--- config.mk ---
export PLATFORM = sky130hd
export DESIGN_NAME = mlp_stream_loader
export DESIGN_NICKNAME = d
export VERILOG_FILES = /design/src/rtl/mlp_pkg.sv /design/src/rtl/mlp_stream_loader.sv
export SDC_FILE = /design/constraint.sdc
export NUM_CORES = 1
export LEC_CHECK = 0
export CAP_MARGIN = 20
export CORE_ASPECT_RATIO = 2
export CORE_MARGIN = 2
export CORE_UTILIZATION = 53
export DETAILED_ROUTE_END_ITERATION = 6
export PLACE_DENSITY = 0.85
export SLEW_MARGIN = 30
export SYNTH_ARGS = -nofsm -noshare
export SYNTH_HDL_FRONTEND = slang
export SYNTH_SLANG_ARGS = --single-unit
--- constraint.sdc ---
create_clock -name clk -period 4.2 [get_ports clk]
set_input_delay 0.84 -clock clk [delete_from_list [all_inputs] [get_ports clk]]
set_output_delay 0.84 -clock clk [all_outputs]
set_load 0.05 [all_outputs]
--- src/rtl/mlp_pkg.sv ---
// mlp_pkg: shared MLP loader types, frame lengths and slot-index mapping
package mlp_pkg;
  typedef enum logic [1:0] {LOAD, FIRE, WAIT} state_e;
  localparam int FULL_LEN = 28;
  localparam int X_LEN    = 4;
  localparam int HID_BASE = 4;
  localparam int OUT_BASE = 20;
  localparam int CNT_W    = 5;
  // bus slot of hidden weight w_i(4+j)
  function automatic int hid_slot(input int i, input int j);
    return 4 * j + i;
  endfunction
  // frame position of hidden weight w_i(4+j)
  function automatic int hid_word(input int i, input int j);
    return HID_BASE + 4 * j + i;
  endfunction
  // bus slot of output weight w_(4+j)(8+k)
  function automatic int out_slot(input int j, input int k);
    return 4 * k + j;
  endfunction
  // frame position of output weight w_(4+j)(8+k)
  function automatic int out_word(input int j, input int k);
    return OUT_BASE + 4 * k + j;
  endfunction
endpackage

--- src/rtl/mlp_stream_loader.sv ---
// mlp_stream_loader: streams x/weight words into MLP operand buses, launches the core, times out the result
// Optional MLP_LOADER_WEIGHT_HOLD_EN: x-only frames reuse weights retained from the last full frame.
module mlp_stream_loader
  import mlp_pkg::*;
#(
  parameter int WORD_W      = 5,
  parameter int TIMEOUT_CYC = 16
) (
  input  logic                 clk,
  input  logic                 rst,
  input  logic                 s_valid,
  input  logic [WORD_W-1:0]    s_data,
  output logic                 s_ready,
  input  logic                 reload_w,
  output logic [4*WORD_W-1:0]  x_flat,
  output logic [16*WORD_W-1:0] w_hid_flat,
  output logic [8*WORD_W-1:0]  w_out_flat,
  output logic                 in_ready,
  input  logic                 out_done,
  output logic                 busy,
  output logic                 err
);
  localparam int TW = $clog2(TIMEOUT_CYC + 1);
  state_e             state_q, state_d;
  logic [CNT_W-1:0]   cnt_q, cnt_d;
  logic [TW-1:0]      tmo_q, tmo_d;
  logic               err_q, err_d;
  logic [WORD_W-1:0]  words_q [FULL_LEN];
  logic [WORD_W-1:0]  words_d [FULL_LEN];
  logic               accept, last;
  assign s_ready  = state_q == LOAD && !rst;
  assign in_ready = state_q == FIRE;
  assign busy     = state_q == WAIT;
  assign err      = err_q;
  assign accept   = s_valid && s_ready;
`ifdef MLP_LOADER_WEIGHT_HOLD_EN
  logic wv_q, wv_d, short_q, short_d, short_now;
  // frame kind is decided by reload_w on the first word and held for the rest of the frame
  assign short_now = cnt_q == '0 ? !reload_w && wv_q : short_q;
  assign last      = cnt_q == (short_now ? CNT_W'(X_LEN - 1) : CNT_W'(FULL_LEN - 1));
`else
  logic unused_reload_w;
  assign unused_reload_w = reload_w;
  assign last            = cnt_q == CNT_W'(FULL_LEN - 1);
`endif
  // next-state: load words, one-cycle launch, wait for result or timeout
  always_comb begin
    state_d = state_q;
    cnt_d   = cnt_q;
    tmo_d   = tmo_q;
    err_d   = err_q;
    words_d = words_q;
`ifdef MLP_LOADER_WEIGHT_HOLD_EN
    wv_d    = wv_q;
    short_d = short_q;
`endif
    case (state_q)
      LOAD: if (accept) begin
        words_d[cnt_q] = s_data;
        cnt_d          = last ? '0 : cnt_q + 1'b1;
        state_d        = last ? FIRE : LOAD;
`ifdef MLP_LOADER_WEIGHT_HOLD_EN
        short_d        = short_now;
        wv_d           = wv_q || (last && !short_now);
`endif
      end
      FIRE: begin
        state_d = WAIT;
        tmo_d   = '0;
      end
      WAIT: begin
        state_d = out_done || tmo_q == TW'(TIMEOUT_CYC - 1) ? LOAD : WAIT;
        err_d   = err_q || (!out_done && tmo_q == TW'(TIMEOUT_CYC - 1));
        tmo_d   = tmo_q + 1'b1;
        cnt_d   = '0;
      end
      default: state_d = LOAD;
    endcase
  end
  // state, counters, sticky error and word store
  always_ff @(posedge clk) begin
    if (rst) begin
      state_q <= LOAD;
      cnt_q   <= '0;
      tmo_q   <= '0;
      err_q   <= 1'b0;
      words_q <= '{default: '0};
`ifdef MLP_LOADER_WEIGHT_HOLD_EN
      wv_q    <= 1'b0;
      short_q <= 1'b0;
`endif
    end else begin
      state_q <= state_d;
      cnt_q   <= cnt_d;
      tmo_q   <= tmo_d;
      err_q   <= err_d;
      words_q <= words_d;
`ifdef MLP_LOADER_WEIGHT_HOLD_EN
      wv_q    <= wv_d;
      short_q <= short_d;
`endif
    end
  end
  for (genvar i = 0; i < X_LEN; i++) begin : g_x
    assign x_flat[WORD_W*i +: WORD_W] = words_q[i];
  end
  for (genvar j = 0; j < 4; j++) begin : g_j
    for (genvar i = 0; i < 4; i++) begin : g_hid
      assign w_hid_flat[WORD_W*hid_slot(i, j) +: WORD_W] = words_q[hid_word(i, j)];
    end
    for (genvar k = 0; k < 2; k++) begin : g_out
      assign w_out_flat[WORD_W*out_slot(j, k) +: WORD_W] = words_q[out_word(j, k)];
    end
  end
endmodule

Yosys cells after proc, flatten, opt, wreduce, memory -nomap -nowiden
Cells that the tools add are included.
{"block": "word_totals", "regBits": 153, "latchBits": 0, "mem_bits_rw": 0, "mem_bits_ro": 0, "in_bits": 10, "out_inout_bits": 144, "mem_count": 0}
{"block": "op_classes", "addsub": 2, "n_mul": 0, "div_mod_pow": 0, "magnitude_cmp": 2, "n_eq_ne": 5, "shifts": 0, "mux": 11, "bitwise_logic": 1, "reduce_logical": 13}
{"op": "$bwmux W140", "count": 1}
{"op": "$demux W5 S5", "count": 1}
{"op": "$pmux W5 S2", "count": 2}
{"op": "$mux W5", "count": 3}
{"op": "$add A5 B1 Y5 const B", "count": 2}
{"op": "$ge A6 B6 Y1 const B", "count": 1}
{"op": "$lt A6 B1 Y1 const B", "count": 1}
{"op": "$not A5 Y6", "count": 1}
{"op": "$pmux W2 S3", "count": 1}
{"op": "$eq A5 B4 Y1 const B", "count": 1}
{"op": "$eq A5 B5 Y1 const B", "count": 1}
{"op": "$logic_and A1 B1 Y1", "count": 4}
{"op": "$mux W2", "count": 2}
{"op": "$reduce_and A2 Y1", "count": 2}
{"op": "$reduce_bool A2 Y1", "count": 2}
{"op": "$eq A2 B1 Y1 const B", "count": 1}
{"op": "$eq A2 B2 Y1 const B", "count": 1}
{"op": "$logic_not A1 Y1", "count": 2}
{"op": "$logic_not A2 Y1", "count": 1}
{"op": "$logic_or A1 B1 Y1", "count": 2}
{"op": "$ne A2 B2 Y1 const B", "count": 1}
{"op": "$mux W1", "count": 1}

Logic depth before layout (Yosys ltp)
{"block": "depth", "word_depth": 6, "depth_mapped": 9}

Worst setup path after synthesis
Ideal clock, no wire load.
{"block": "synth_path", "kind": "input-to-output", "startpoint": "input port rst", "endpoint": "output port s_ready", "t_arrival_ps": 1994, "setup_slack_ps": 1366, "cell_stages": 4, "path_buffers": 3, "path_cell_list": "buf_2 > buf_2 > buf_2 > nor2b_1"}
{"block": "synth_via", "elab_chain_len": 2}
{"element": "start: declaration", "line": "mlp_stream_loader.sv:10", "rtl": "input logic rst,"}
{"element": "$logic_not A1 Y1", "line": "mlp_stream_loader.sv:31", "rtl": "assign s_ready = state_q == LOAD && !rst;"}
{"element": "$logic_and A1 B1 Y1", "line": "mlp_stream_loader.sv:31"}
{"element": "end: declaration", "line": "mlp_stream_loader.sv:13", "rtl": "output logic s_ready,"}
No other way between the ends.

Worst setup path after layout
{"block": "layout_path", "startpoint": "register state_q[0]", "endpoint": "output port s_ready"}
{"block": "layout_via", "elab_chain_len": 2}
{"element": "start: declaration", "line": "mlp_stream_loader.sv:24", "rtl": "state_e state_q, state_d;"}
{"element": "start signal: assignment", "line": "mlp_stream_loader.sv:93", "rtl": "state_q <= state_d;"}
{"element": "$logic_not A2 Y1", "line": "mlp_stream_loader.sv:31"}
{"element": "$logic_and A1 B1 Y1", "line": "mlp_stream_loader.sv:31"}
No other way between the ends.

==> impl_metrics.csv <==
group,metric,value,unit
run_status,status,"finished clean",
finish,fin_nets,859,
min_path,min_path_type,"flop to flop",
power_and_ir_drop,p_leak,2.696,nW
sta,slew_violations,0,
min_path,hold_depth,2,
clock_tree,cts.sinks,153,
critical_path,crit_fanout,16,
clock_tree,ctsResizeCount,0,
critical_path,start_kind,"flop",
finish,drive_gt1_frac,0.09848,
power_and_ir_drop,finalPower,3.072,mW
drt,met3_length,1448,um
drt,drt_iter0_markers,787,
yosys,synthDistinctLibCells,38,
yosys,ys_warn_count,0,
clock_tree,cts_tree,"done",
critical_path,required,3360,ps
drt,ant_nets,0,
sta,period_share,0.8002,
critical_path,worstPathArrival,2520,ps
drt,via_per_inst,6.365,
yosys,synth_nets,762,
yosys,avgSynthCellArea,8.445,um2
critical_path,criticalPathCategory,"flop to output pin",
critical_path,crit_path_end_kind,"output pin",
drt,wirelength_met1,6674,um
sta,relSlewSlack,0.4198,
die,fp.dieArea,12780,um2
clock_tree,clk_pin_slew,60,ps
sta,setup_viol,0,
place,placed_cells,965,
yosys,syn_area,6275,um2
power_and_ir_drop,ir_worst_vdd,287.6,uV
finish,syn_to_final_growth,31.98,%
drt,dr_wl_met2,10610,um
place,post-dp-hpwl,12600,um
sta,clock_skew,10.51,ps
power_and_ir_drop,p_per_area,371.0,nW/um2
place,io_buffer_count,152,
finish,num_antenna_cells,0,
clock_tree,htree_levels,4,
drt,finalWirelength,19690,um
flow_run,drv_cap,0,
clock_tree,hold_buffers,0,
die,coreArea,11630,um2
clock_tree,clock-root-buffer,"clkbuf_16",
drt,dr.pass1.iters,6,
die,start_util,0.5395,
global_routing,overflow,0,
finish,layoutNonFillerInstCount,998,
yosys,yosysSeqAreaShare,0.4881,
die,die_x,80.94,um
drt,drc,0,
die,die_h,157.9,um
clock_tree,cts.path.max_buffers,2,
sta,tns,0,ps
drt,dr_total_vias,6352,
die,io_pins,154,
clock_tree,clk_latency,420,ps
critical_path,worst-r2r-cell-count,6,
yosys,synth_top_area_cell,"dfxtp_1",
global_routing,grt_pass1_wl,30500,um
finish,final_core_util,0.7120,
sta,clock.fmax,297.5,MHz
yosys,syn_inst,743,
place,gp_congestion,0.9100,
sta,timing.final.crit_period,3361,ps
sta,rsz0062_at_grt,"no",
yosys,synth-seq-cells,153,
global_routing,grt_antenna_before_repair,0,
global_routing,grt_use_total,0.3087,
die,rows,56,
global_routing,grt_max_degree,55,
clock_tree,cts_buffers,17,
sta,tightest_slew,869.3,ps
global_routing,grt_pass1_vias,6107,
sta,hold_viol,0,
clock_tree,post-cts-setup-buffer-count,0,
yosys,synth.area.top_cells,"dfxtp_1 49%, nand3_1 10%, a21oi_1 9.8%",
drt,wl_per_cell,19.73,um
drt,maxUsedRoutingLayer,"met4",
yosys,yosysTopAreaCellShare,0.4881,
per-stage QoR:
stage / hold slack [ps] / area [um2] / setup WS, ps
2_1_floorplan: 461.6 / 6275 / 1366
3_3_place_gp: 461.8 / 7676 / 824.4
3_5_place_dp: 467.1 / 7699 / 1097
4_1_cts: 475.5 / 8275 / 860.5
5_1_grt: 501.7 / 8282 / 776.8
6_report: 476.2 / 8282 / 839.2
cells by family (layout without fill, tap and decap cells):
group           after synthesis  count (layout)  synth area share
mux                           2               2          0.003390
simple gates                209             209            0.1838
flops                       153             153            0.4881
buf+inv                      96             206           0.07039
fa+ha+maj                     9               9           0.01795
compound gates              274             274            0.2363
synth_stat cells:
library cell    n
dfxtp_1       153
nand3_1       125
a21oi_1       123
o21ai_0       118
clkbuf_1       47
buf_2          32
nor3_1         25
a31o_2         24
nand2_1        13
ha_1            9
nand2b_1        9
inv_1           8
buf_4           7
and3b_1         4
and4b_1         4
nand4b_1        4
nor2_1          4
a31oi_1         3
nand3b_1        3
or3_1           3
and3_1          2
buf_6           2
nor2b_1         2
nor3b_1         2
o2111ai_1       2
o22ai_1         2
or3b_2          2
a41o_1          1
and2_1          1
and4bb_2        1
mux2_2          1
mux2i_1         1
nand4_1         1
nor2b_4         1
nor3b_4         1
o211ai_1        1
or3b_1          1
or4_1           1
registers in the layout, summed over array words and instances (netlist names):
register / flops
tmo_q: 5
cnt_q: 5
err: 1
w_out_flat: 40
x_flat: 20
w_hid_flat: 80
state_q: 2
worst paths after layout:
| path | start | end | slack, ps |
|---|---|---|---|
| max | state_q[0] | s_ready | 840 |
| min | w_out_flat[12] | w_out_flat[12] | 480 |
| max reg2reg | state_q[0] | w_out_flat[8] | 1740 |
| min reg2reg | w_out_flat[12] | w_out_flat[12] | 480 |
per-layer routing:
| layer | vias up | global-route usage |
|---|---|---|
| li1 | 2869 | - |
| met1 | 3027 | 0.3327 |
| met2 | 383 | 0.5376 |
| met3 | 73 | 0.05986 |
| met4 | 0 | 0.1953 |
| met5 | - | 0 |
cell type report:
type / count / area (um2)
multi-input cells: 494 / 2808
inverters: 8 / 30.03
repair buffers: 166 / 1623
clock buffers: 18 / 439.2
flip-flops and latches: 153 / 3063
well taps: 145 / 181.4
clock inverters: 14 / 137.6
fillers: 918 / 3349
critical path, stage by stage, from the launching register on:
cell,delay (ps)
dfxtp_1,340
inv_1,120
ha_1,490
nor2b_1,300
clkdlybuf4s50_1,850
placed cells by master, fill, tap and decap left out, types with 2 or more instances in the layout:
cell | Yosys | routed
nand4b_1 | 4 | 4
dfxtp_1 | 153 | 153
inv_6 | 0 | 4
inv_1 | 8 | 8
clkinv_4 | 0 | 3
o21ai_0 | 118 | 118
and3b_1 | 4 | 4
nor3_1 | 25 | 24
nand2b_1 | 9 | 9
o22ai_1 | 2 | 2
and4b_2 | 0 | 3
clkdlybuf4s50_1 | 0 | 150
clkinvlp_4 | 0 | 4
nor2_1 | 4 | 4
nand3_1 | 125 | 125
or3_1 | 3 | 3
o2111ai_1 | 2 | 2
and3_1 | 2 | 2
a21oi_1 | 123 | 123
nand2_1 | 13 | 13
or3b_2 | 2 | 2
buf_4 | 7 | 14
a31o_2 | 24 | 24
nand3b_1 | 3 | 3
clkbuf_16 | 0 | 17
ha_1 | 9 | 9
nor2b_1 | 2 | 2
a31oi_1 | 3 | 3
nor3b_4 | 1 | 3
power by group:
part	switching [mW]	leakage [nW]	internal [mW]	total, mW
Combinational	0.101	1.19	0.0308	0.132
Clock	0.637	0.272	0.843	1.48
Sequential	0.00437	1.23	1.46	1.46
Total	0.743	2.70	2.33	3.07
Note: power is estimated with default switching activity, not from simulation.
